==> config.mk <==
export PLATFORM = sky130hd
export DESIGN_NAME = axi_burst_write_master_flat
export DESIGN_NICKNAME = d
export VERILOG_FILES = /design/src/rtl/axi_burst_write_master_if.sv /design/src/rtl/axi_burst_write_master.sv /design/src/flat_wrapper.sv
export SDC_FILE = /design/constraint.sdc
export NUM_CORES = 1
export LEC_CHECK = 0
export CAP_MARGIN = 20
export CORE_ASPECT_RATIO = 2
export CORE_MARGIN = 3
export CORE_UTILIZATION = 55
export DETAILED_ROUTE_END_ITERATION = 12
export GPL_TIMING_DRIVEN = 0
export PLACE_DENSITY = 0.86
export REMOVE_ABC_BUFFERS = 1
export SETUP_SLACK_MARGIN = 0.3
export SLEW_MARGIN = 20
export SYNTH_ARGS = -nofsm -noshare
export SYNTH_HDL_FRONTEND = slang
export SYNTH_SLANG_ARGS = --single-unit
export TNS_END_PERCENT = 30
==> constraint.sdc <==
create_clock -name clk -period 14.33 [get_ports clk]
set_input_delay 2.866 -clock clk [delete_from_list [all_inputs] [get_ports clk]]
set_output_delay 2.866 -clock clk [all_outputs]
set_load 0.005 [all_outputs]
==> src/rtl/axi_burst_write_master_if.sv <==
// Bundle of the DMA-side control, FIFO and AXI4 write-channel signals of axi_burst_write_master.
interface axi_burst_write_master_if #(
  parameter int ADDR_W = 32,
  parameter int DATA_W = 32,
  parameter int LEN_W  = 32
);
  localparam int BPB = DATA_W / 8;

  logic              i_start;
  logic [ADDR_W-1:0] i_dst_addr;
  logic [LEN_W-1:0]  i_total_len;
  logic              o_busy;
  logic              o_write_done;
  logic              o_error;

  logic              i_fifo_empty;
  logic              o_fifo_rd_en;
  logic [DATA_W-1:0] i_w_data;

  logic [ADDR_W-1:0] m_axi_awaddr;
  logic [7:0]        m_axi_awlen;
  logic [2:0]        m_axi_awsize;
  logic [1:0]        m_axi_awburst;
  logic              m_axi_awvalid;
  logic              m_axi_awready;

  logic [DATA_W-1:0] m_axi_wdata;
  logic [BPB-1:0]    m_axi_wstrb;
  logic              m_axi_wlast;
  logic              m_axi_wvalid;
  logic              m_axi_wready;

  logic [1:0]        m_axi_bresp;
  logic              m_axi_bvalid;
  logic              m_axi_bready;

  modport master (
    input  i_start, i_dst_addr, i_total_len, i_fifo_empty, i_w_data,
           m_axi_awready, m_axi_wready, m_axi_bresp, m_axi_bvalid,
    output o_busy, o_write_done, o_error, o_fifo_rd_en,
           m_axi_awaddr, m_axi_awlen, m_axi_awsize, m_axi_awburst, m_axi_awvalid,
           m_axi_wdata, m_axi_wstrb, m_axi_wlast, m_axi_wvalid, m_axi_bready
  );

  modport slave (
    output i_start, i_dst_addr, i_total_len, i_fifo_empty, i_w_data,
           m_axi_awready, m_axi_wready, m_axi_bresp, m_axi_bvalid,
    input  o_busy, o_write_done, o_error, o_fifo_rd_en,
           m_axi_awaddr, m_axi_awlen, m_axi_awsize, m_axi_awburst, m_axi_awvalid,
           m_axi_wdata, m_axi_wstrb, m_axi_wlast, m_axi_wvalid, m_axi_bready
  );
endinterface

==> src/rtl/axi_burst_write_master.sv <==
// AXI4 write master: drains a FWFT FIFO to memory as INCR bursts of at most MAX_BURST beats,
// never crossing a 4 KB page, one burst outstanding, sticky error on any non-OKAY response.
module axi_burst_write_master #(
  parameter int ADDR_W    = 32,
  parameter int DATA_W    = 32,
  parameter int MAX_BURST = 16,
  parameter int LEN_W     = 32
) (
  input logic                      clk,
  input logic                      reset_n,
  axi_burst_write_master_if.master bus
);
  localparam int BPB = DATA_W / 8;
  localparam int SZ  = $clog2(BPB);

  typedef enum logic [2:0] {IDLE, AW, W, B, DONE} state_t;

  state_t            state;
  logic [ADDR_W-1:0] addr;
  logic [LEN_W-1:0]  beats_left;
  logic [8:0]        burst;
  logic [8:0]        beat_cnt;
  logic              awvalid;
  logic [ADDR_W-1:0] awaddr;
  logic [7:0]        awlen;
  logic              bready;
  logic              busy;
  logic              done;
  logic              error;

  logic [ADDR_W-1:0] base_addr;
  logic [LEN_W-1:0]  base_left;
  logic [12:0]       page_beats;
  logic [12:0]       cap;
  logic [8:0]        next_burst;
  logic              wvalid;
  logic              w_hs;

  // Address/remaining-beats for the next burst: taken from the start request in IDLE,
  // otherwise advanced past the burst that has just been acknowledged.
  always_comb begin
    if (state == IDLE) begin
      base_addr = bus.i_dst_addr & ~ADDR_W'(BPB - 1);
      base_left = bus.i_total_len >> SZ;
    end else begin
      base_addr = addr + (ADDR_W'(burst) << SZ);
      base_left = beats_left - LEN_W'(burst);
    end
    page_beats = (13'd4096 - {1'b0, base_addr[11:0]}) >> SZ;
    cap        = (page_beats > 13'(MAX_BURST)) ? 13'(MAX_BURST) : page_beats;
    next_burst = (base_left < LEN_W'(cap)) ? 9'(base_left) : 9'(cap);
  end

  assign wvalid = (state == W) && !bus.i_fifo_empty;
  assign w_hs   = wvalid && bus.m_axi_wready;

  always_ff @(posedge clk or negedge reset_n) begin
    if (!reset_n) begin
      state      <= IDLE;
      addr       <= '0;
      beats_left <= '0;
      burst      <= '0;
      beat_cnt   <= '0;
      awvalid    <= 1'b0;
      awaddr     <= '0;
      awlen      <= '0;
      bready     <= 1'b0;
      busy       <= 1'b0;
      done       <= 1'b0;
      error      <= 1'b0;
    end else begin
      done <= 1'b0;
      case (state)
        IDLE: begin
          if (bus.i_start) begin
            addr       <= base_addr;
            beats_left <= base_left;
            error      <= 1'b0;
            busy       <= 1'b1;
            if (base_left == '0) begin
              state <= DONE;
            end else begin
              state   <= AW;
              awvalid <= 1'b1;
              awaddr  <= base_addr;
              awlen   <= 8'(next_burst - 9'd1);
              burst   <= next_burst;
            end
          end
        end
        AW: begin
          if (bus.m_axi_awready) begin
            awvalid  <= 1'b0;
            beat_cnt <= burst;
            state    <= W;
          end
        end
        W: begin
          if (w_hs) begin
            beat_cnt <= beat_cnt - 9'd1;
            if (beat_cnt == 9'd1) begin
              bready <= 1'b1;
              state  <= B;
            end
          end
        end
        B: begin
          if (bus.m_axi_bvalid) begin
            bready     <= 1'b0;
            addr       <= base_addr;
            beats_left <= base_left;
            if (bus.m_axi_bresp != 2'b00) error <= 1'b1;
            if (base_left != '0) begin
              state   <= AW;
              awvalid <= 1'b1;
              awaddr  <= base_addr;
              awlen   <= 8'(next_burst - 9'd1);
              burst   <= next_burst;
            end else begin
              state <= DONE;
            end
          end
        end
        DONE: begin
          done  <= 1'b1;
          busy  <= 1'b0;
          state <= IDLE;
        end
        default: state <= IDLE;
      endcase
    end
  end

  assign bus.m_axi_awaddr  = awaddr;
  assign bus.m_axi_awlen   = awlen;
  assign bus.m_axi_awsize  = 3'(SZ);
  assign bus.m_axi_awburst = 2'b01;
  assign bus.m_axi_awvalid = awvalid;
  assign bus.m_axi_wdata   = bus.i_w_data;
  assign bus.m_axi_wstrb   = '1;
  assign bus.m_axi_wlast   = (state == W) && (beat_cnt == 9'd1);
  assign bus.m_axi_wvalid  = wvalid;
  assign bus.m_axi_bready  = bready;
  assign bus.o_fifo_rd_en  = w_hs;
  assign bus.o_busy        = busy;
  assign bus.o_write_done  = done;
  assign bus.o_error       = error;
endmodule

==> src/flat_wrapper.sv <==
// flat-port wrapper written by rule: the top's interface ports become plain ports
module axi_burst_write_master_flat 
#(
  parameter int ADDR_W    = 32,
  parameter int DATA_W    = 32,
  parameter int MAX_BURST = 16,
  parameter int LEN_W     = 32
)
  (clk, reset_n, bus_i_start, bus_i_dst_addr, bus_i_total_len, bus_i_fifo_empty, bus_i_w_data, bus_m_axi_awready, bus_m_axi_wready, bus_m_axi_bresp, bus_m_axi_bvalid, bus_o_busy, bus_o_write_done, bus_o_error, bus_o_fifo_rd_en, bus_m_axi_awaddr, bus_m_axi_awlen, bus_m_axi_awsize, bus_m_axi_awburst, bus_m_axi_awvalid, bus_m_axi_wdata, bus_m_axi_wstrb, bus_m_axi_wlast, bus_m_axi_wvalid, bus_m_axi_bready);
  axi_burst_write_master_if #(.ADDR_W(ADDR_W), .DATA_W(DATA_W), .LEN_W(LEN_W)) bus_i ();
  input logic clk;
  input logic reset_n;
  input wire logic [$bits(bus_i.i_start)-1:0] bus_i_start;
  input wire logic [$bits(bus_i.i_dst_addr)-1:0] bus_i_dst_addr;
  input wire logic [$bits(bus_i.i_total_len)-1:0] bus_i_total_len;
  input wire logic [$bits(bus_i.i_fifo_empty)-1:0] bus_i_fifo_empty;
  input wire logic [$bits(bus_i.i_w_data)-1:0] bus_i_w_data;
  input wire logic [$bits(bus_i.m_axi_awready)-1:0] bus_m_axi_awready;
  input wire logic [$bits(bus_i.m_axi_wready)-1:0] bus_m_axi_wready;
  input wire logic [$bits(bus_i.m_axi_bresp)-1:0] bus_m_axi_bresp;
  input wire logic [$bits(bus_i.m_axi_bvalid)-1:0] bus_m_axi_bvalid;
  output wire logic [$bits(bus_i.o_busy)-1:0] bus_o_busy;
  output wire logic [$bits(bus_i.o_write_done)-1:0] bus_o_write_done;
  output wire logic [$bits(bus_i.o_error)-1:0] bus_o_error;
  output wire logic [$bits(bus_i.o_fifo_rd_en)-1:0] bus_o_fifo_rd_en;
  output wire logic [$bits(bus_i.m_axi_awaddr)-1:0] bus_m_axi_awaddr;
  output wire logic [$bits(bus_i.m_axi_awlen)-1:0] bus_m_axi_awlen;
  output wire logic [$bits(bus_i.m_axi_awsize)-1:0] bus_m_axi_awsize;
  output wire logic [$bits(bus_i.m_axi_awburst)-1:0] bus_m_axi_awburst;
  output wire logic [$bits(bus_i.m_axi_awvalid)-1:0] bus_m_axi_awvalid;
  output wire logic [$bits(bus_i.m_axi_wdata)-1:0] bus_m_axi_wdata;
  output wire logic [$bits(bus_i.m_axi_wstrb)-1:0] bus_m_axi_wstrb;
  output wire logic [$bits(bus_i.m_axi_wlast)-1:0] bus_m_axi_wlast;
  output wire logic [$bits(bus_i.m_axi_wvalid)-1:0] bus_m_axi_wvalid;
  output wire logic [$bits(bus_i.m_axi_bready)-1:0] bus_m_axi_bready;
  assign bus_i.i_start = bus_i_start;
  assign bus_i.i_dst_addr = bus_i_dst_addr;
  assign bus_i.i_total_len = bus_i_total_len;
  assign bus_i.i_fifo_empty = bus_i_fifo_empty;
  assign bus_i.i_w_data = bus_i_w_data;
  assign bus_i.m_axi_awready = bus_m_axi_awready;
  assign bus_i.m_axi_wready = bus_m_axi_wready;
  assign bus_i.m_axi_bresp = bus_m_axi_bresp;
  assign bus_i.m_axi_bvalid = bus_m_axi_bvalid;
  assign bus_o_busy = bus_i.o_busy;
  assign bus_o_write_done = bus_i.o_write_done;
  assign bus_o_error = bus_i.o_error;
  assign bus_o_fifo_rd_en = bus_i.o_fifo_rd_en;
  assign bus_m_axi_awaddr = bus_i.m_axi_awaddr;
  assign bus_m_axi_awlen = bus_i.m_axi_awlen;
  assign bus_m_axi_awsize = bus_i.m_axi_awsize;
  assign bus_m_axi_awburst = bus_i.m_axi_awburst;
  assign bus_m_axi_awvalid = bus_i.m_axi_awvalid;
  assign bus_m_axi_wdata = bus_i.m_axi_wdata;
  assign bus_m_axi_wstrb = bus_i.m_axi_wstrb;
  assign bus_m_axi_wlast = bus_i.m_axi_wlast;
  assign bus_m_axi_wvalid = bus_i.m_axi_wvalid;
  assign bus_m_axi_bready = bus_i.m_axi_bready;
  axi_burst_write_master #(.ADDR_W(ADDR_W), .DATA_W(DATA_W), .MAX_BURST(MAX_BURST), .LEN_W(LEN_W)) u_core (.clk(clk), .reset_n(reset_n), .bus(bus_i));
endmodule
### Word-level counts from Yosys, hierarchy flattened

Cells that the tools add are included.

* flip-flop bits (word level): 130
* output and inout port bits: 89
* bits of input ports: 105
* word-level logic and storage cells: 106

* reduce and logical (&&, ||, !) cells: 21
* add/sub/neg operators: 5
* equality and inequality tests: 13
* muxes and demuxes: 53
* magnitude comparators: 2

Operators by type and width (number)
* $mux 32: 10
* $pmux 32 s2: 3
* $mux 9: 7
* $pmux 9 s2: 2
* $add 32x11->32: 1
* $logic_not 32->1: 1
* $lt 32x13->1: 1
* $mux 8: 4
* $reduce_bool 32->1: 1
* $sub 32x9->32: 1
* $mux 3: 7
* $pmux 8 s2: 1
* $mux 1: 13
* $sub 13x12->13 const A: 1
* $ne 2x2->1 const B: 6
* $pmux 3 s4: 1
* $gt 11x5->1 const B: 1
* $mux 11: 1
* $reduce_and 5->1: 2
* $reduce_bool 2->1: 5
* $eq 9x1->1 const B: 1
* $sub 9x1->9 const B: 1
* $reduce_and 4->1: 2
* $sub 8x1->8 const B: 1
* other kinds (13): 20

### Depth between registers and ports, before layout

* word-level depth: 11
* gate-level depth with buffers: 27
* gate-level depth less buffers: 26

### Worst setup path before layout

No wires, ideal clock.

* kind: input -> register
* start: input bus_i_dst_addr[2]
* end: register u_core.awlen[6] (netlist: u_core.bus.m_axi_awlen[6])
* slack: 7.918 ns
* stages: 20
* required time: 14.197 ns
* data arrival time: 6.279 ns
* setup time: 0.133 ns
* buffers on the path: 1
* cell sequence: o21ai_0 and3_1 xor2_1 nand2_1 ha_1 a21oi_1 nor2_1 nor2_1 nand2_1 nor4bb_1 a21oi_1 or2_1 buf_6 mux2_4 ha_1 nand3_1 nor3_1 xnor2_1 mux2i_1 o21ai_0

* word-level cells in the longest chain between the ends: 10
* elaborated cells on any way between the ends: 12
* those cells by class: add/sub: 2; order compare: 2; mux: 8

RTL lines
* start: declaration: RTL line flat_wrapper.sv:14 `input wire logic [$bits(bus_i.i_dst_addr)-1:0] bus_i_dst_addr;`
* $mux 32 *: RTL line axi_burst_write_master.sv:42 `if (state == IDLE) begin`
* $sub 13x12->13 *: RTL line axi_burst_write_master.sv:49 `page_beats = (13'd4096 - {1'b0, base_addr[11:0]}) >> SZ;`
* $gt 11x5->1: RTL line axi_burst_write_master.sv:50 `cap = (page_beats > 13'(MAX_BURST)) ? 13'(MAX_BURST) : page_beats;`
* $mux 11 *: RTL line axi_burst_write_master.sv:50
* $lt 32x13->1: RTL line axi_burst_write_master.sv:51 `next_burst = (base_left < LEN_W'(cap)) ? 9'(base_left) : 9'(cap);`
* $mux 9 *: RTL line axi_burst_write_master.sv:51
* $sub 8x1->8 *: RTL line axi_burst_write_master.sv:86, axi_burst_write_master.sv:117
* $mux 8 (on tied branches): RTL line axi_burst_write_master.sv:113, axi_burst_write_master.sv:80
* $mux 8 (on tied branches): RTL line axi_burst_write_master.sv:108, axi_burst_write_master.sv:75
* $pmux 8 s2 *: RTL line axi_burst_write_master.sv:73 `case (state)`
* end signal: assignment: RTL line axi_burst_write_master.sv:86 `awlen <= 8'(next_burst - 9'd1);`
* end signal: assignment: RTL line axi_burst_write_master.sv:117 `awlen <= 8'(next_burst - 9'd1);`
* end: declaration: RTL line axi_burst_write_master.sv:25 `logic [7:0] awlen;`

Every way passes the cells marked *; elsewhere a longest branch is shown, timed or not. The select of a mux whose other input is x is not followed.
A chain may end at the register's enable or synchronous reset.

### Worst setup path after layout

* start: input bus_i_dst_addr[10]
* end: register u_core.awlen[6] (netlist: u_core.bus.m_axi_awlen[6])

Same word-level chain as after synthesis.

==> results.py <==
metrics = {
    "status": {
        "run_status": "finished, final reports clean",
    },
    "global_route": {
        "grt_antenna_before_repair": 0,
        "wire_length_of_the_first_global_routing_pass_um": 41500,
        "grt_usage": 0.308,
        "maximum_number_of_pins_on_one_net_before_global_route_repair": 85,
        "first_global_vias": 8307,
        "overflow": 0,
    },
    "logic_synthesis": {
        "syn-cell-area_um2": 8690,
        "synth_sequential_area_ratio": 0.375,
        "post_synth_inst_count": 1062,
        "synth_edf_count": 0,
        "syn-mean-instance-area_um2": 8.18,
        "synth-main-ff-cell": "dfrtp_1",
        "synthArstFlopShare": 1.00,
        "number_of_library_cell_types_mapped_by_synthesis": 77,
        "synthesis_warnings": 0,
        "yosys_register_bits": 130,
    },
    "cells_and_area": {
        "final_nets": 1265,
        "post_route_cells_drive_above_1_share": 0.0737,
        "layout.cells.most_common": "nand2_1",
        "areaGrowthSynthToFinish_pct": 20.1,
        "antenna_cells": 0,
        "layout.cells.most_common_list": "nand2_1, o21ai_0, dfrtp_1",
    },
    "routing": {
        "dr_vias_cell": 6.22,
        "routed_wirelength_um": 26200,
        "firstDrtPassIters": 6,
        "route.detailed.drc": 0,
        "detailroute.via_count": 8319,
        "route.detailed.wl_per_inst_um": 19.6,
        "drt.antenna.violating_nets": 0,
        "initialDrtViolationCount": 561,
    },
    "sta": {
        "finalSetupTns_ps": 0,
        "setup_violations": 0,
        "final.period_utilization": 0.536,
        "final.hold.worst_slack_ps": 480,
        "max_slew_margin": 0.393,
        "hold_viol_final": 0,
        "final_worst_path_period_need_ps": 7680,
        "unrepaired_setup_endpoints_after_global_routing": "false",
        "worst_margin_slew_ps": 902,
        "timing.fmax_mhz": 130,
        "finalClockSkew_ps": 8.35,
        "drv_slew": 0,
    },
    "cts": {
        "cts-htree-levels": 4,
        "clock-root-buffer": "clkbuf_16",
        "cts.path.max_buffers": 2,
        "number_of_cts_inserted_buffers": 17,
        "cts.clk_slew.worst_paths_ps": 60,
        "post_cts_resize_count": 0,
        "skew_pair_late_insertion_delay_ps": 420,
        "tritoncts": "yes",
        "post-cts-setup-buffer-count": 0,
        "cts_num_sinks": 130,
        "hold_buffers": 0,
    },
    "placed_design": {
        "dp.final_hpwl_um": 19000,
        "routabilityCongestion": 0.865,
        "port-buffer-count": 116,
    },
    "floorplanning": {
        "die_h_um": 184,
        "rows": 64,
        "design.die.area_um2": 17400,
        "floorplan.initialDensity": 0.565,
        "floorplan.die.width_um": 94.9,
        "io_pins": 194,
        "coreArea_um2": 15400,
    },
    "critical_path": {
        "critPathSlowestCell": "clkdlybuf4s50_1",
        "cell_family_contributing_the_most_delay_on_the_critical_path": "simple AND/OR/NAND/NOR gates",
        "critical_path_depth_in_cells": 24,
        "worst_setup_path_end_kind": "flop",
        "critical_setup_path_kind": "in2reg",
        "critPathMaxFanout": 7,
        "max_stage_delay_ps": 460,
        "required_ps": 14610,
        "timing.critical_path.arrival_ps": 7960,
        "path_cells": "clkdlybuf4s50_1 > nand2_1 > o311ai_0 > nor3_1 > nor3_1 > nand3b_1 > a21oi_1 > nand2_1 > ha_1 > a21oi_1 > nor2_1 > nor2_1 > nand2_1 > nor4bb_1 > a21oi_1 > or2_1 > mux2i_1 > inv_1 > ha_1 > nand3_1 > nor3_1 > xnor2_1 > mux2i_1 > o21ai_0",
        "ff2ff_path_depth": 26,
        "worstSetupStartpointType": "input port",
        "cp_num_buf_inv": 2,
    },
    "pwr": {
        "worst_ir_drop_vdd_mv": 0.130,
        "static_leakage_uw": 0.00442,
        "power.density_nw_per_um2": 237,
    },
    "run": {
        "max_capacitance_violation_count": 0,
    },
    "hold_path": {
        "hold_path_depth": 2,
        "worstHoldPathType": "reg2reg",
    },
}
==> routing by layer <==
metal	wire length (um)	vias up	GRT usage
met3	1900	101	0.0877
met5	40	-	0.0179
met2	13700	411	0.525
li1	-	3825	-
met1	9100	3980	0.329
met4	1530	2	0.189
==> worst reg2reg max path, delay by kind of cell, from the launching register on <==
family                   cells  cell delay, ps
AO/OA/AOI/OAI                6            1560
multiplexers                 2             480
AND/OR/NAND/NOR             12            2370
buffers and inverters        1              80
XOR/XNOR                     1             160
adder cells (fa/ha/maj)      4            1280
flip-flops                   1             420
==> state kept, by name, indices dropped and copies added (netlist names) <==
| name | count |
|---|---|
| u_core.bus.m_axi_awlen | 8 |
| u_core.state | 3 |
| u_core.beats_left | 32 |
| u_core.burst | 9 |
| u_core.bus.o_write_done | 1 |
| u_core.bus.m_axi_awvalid | 1 |
| u_core.beat_cnt | 9 |
| u_core.bus.m_axi_bready | 1 |
| u_core.bus.o_busy | 1 |
| u_core.bus.o_error | 1 |
| u_core.bus.m_axi_awaddr | 32 |
| u_core.addr | 32 |
==> cells in the mapped netlist, drive strengths merged, types with 5 or more instances <==
| cell | number | area share |
|---|---|---|
| and3 | 10 | 0.0072 |
| inv | 36 | 0.016 |
| nor4 | 14 | 0.012 |
| o22ai | 7 | 0.0050 |
| xnor2 | 20 | 0.020 |
| clkbuf | 34 | 0.015 |
| a21o | 6 | 0.0052 |
| a211oi | 11 | 0.013 |
| nand3 | 21 | 0.013 |
| o21ai | 152 | 0.088 |
| nand2 | 163 | 0.071 |
| mux2 | 8 | 0.011 |
| ha | 31 | 0.045 |
| nor3 | 33 | 0.021 |
| o21a | 7 | 0.0069 |
| nor2 | 95 | 0.042 |
| a21oi | 62 | 0.036 |
| or4 | 6 | 0.0052 |
| o211ai | 9 | 0.0078 |
| a22oi | 8 | 0.0069 |
| buf | 62 | 0.048 |
| xor2 | 24 | 0.024 |
| dfrtp | 130 | 0.37 |
| a21boi | 7 | 0.0061 |
| o31ai | 5 | 0.0049 |
| or3 | 13 | 0.0099 |
| mux2i | 19 | 0.022 |
| a31oi | 8 | 0.0058 |
| nand4 | 9 | 0.0065 |
==> logic make-up after synthesis <==
family                     synth area share
and+or+nand+nor                       0.209
AOI/OAI and AO/OA                     0.211
buffers and inverters                0.0781
DFF                                   0.375
xor gates and xnor gates             0.0444
adders and majority gates            0.0493
muxes                                0.0327
other                              0.000865
==> power breakdown <==
group	internal, uW	switching (uW)	leakage [uW]
Sequential	511	143	0.00165
Combinational	552	817	0.00250
Clock	262	185	0.000283
Total	1330	1150	0.00442
==> final cells by class <==
cell class | count | area (um2)
Clock inverter | 14 | 166
Sequential cell | 130 | 3250
Tap cell | 198 | 248
Timing Repair Buffer | 129 | 1360
Clock buffer | 18 | 429
Fill cell | 1245 | 4940
Inverter | 36 | 135
Multi-Input combinational cell | 813 | 4840
==> stage by stage <==
step                total power [uW]  cells  worst slack [ps]   util  cell area [um2]
floorplan                       1520    979              4500      -             8190
global placement                1900   1293               296  0.624             9600
detailed placement              1980   1306              6530  0.640             9840
CTS                             2450   1338              6820  0.678            10400
global route                    2640   1338              6410  0.678            10400
finish                          2470   1338              6650  0.678            10400
==> path summary, 6_finish.rpt <==
kind	slack (ps)	from	endpoint
worst min register to register	480	u_core.bus.m_axi_awlen[4]$_DFFE_PN0P_	u_core.bus.m_axi_awlen[4]$_DFFE_PN0P_
worst max-delay path	6650	bus_i_dst_addr[10]	u_core.bus.m_axi_awlen[6]$_DFFE_PN0P_
max in group asynchronous	11240	reset_n	u_core.beats_left[3]$_DFFE_PN0P_
min in group asynchronous	2380	reset_n	u_core.bus.o_write_done$_DFF_PN0_
worst min-delay path	480	u_core.bus.m_axi_awlen[4]$_DFFE_PN0P_	u_core.bus.m_axi_awlen[4]$_DFFE_PN0P_
worst max register to register	7850	u_core.burst[0]$_DFFE_PN0P_	u_core.bus.m_axi_awlen[6]$_DFFE_PN0P_
No activity file was read; power rests on OpenSTA's default activity.
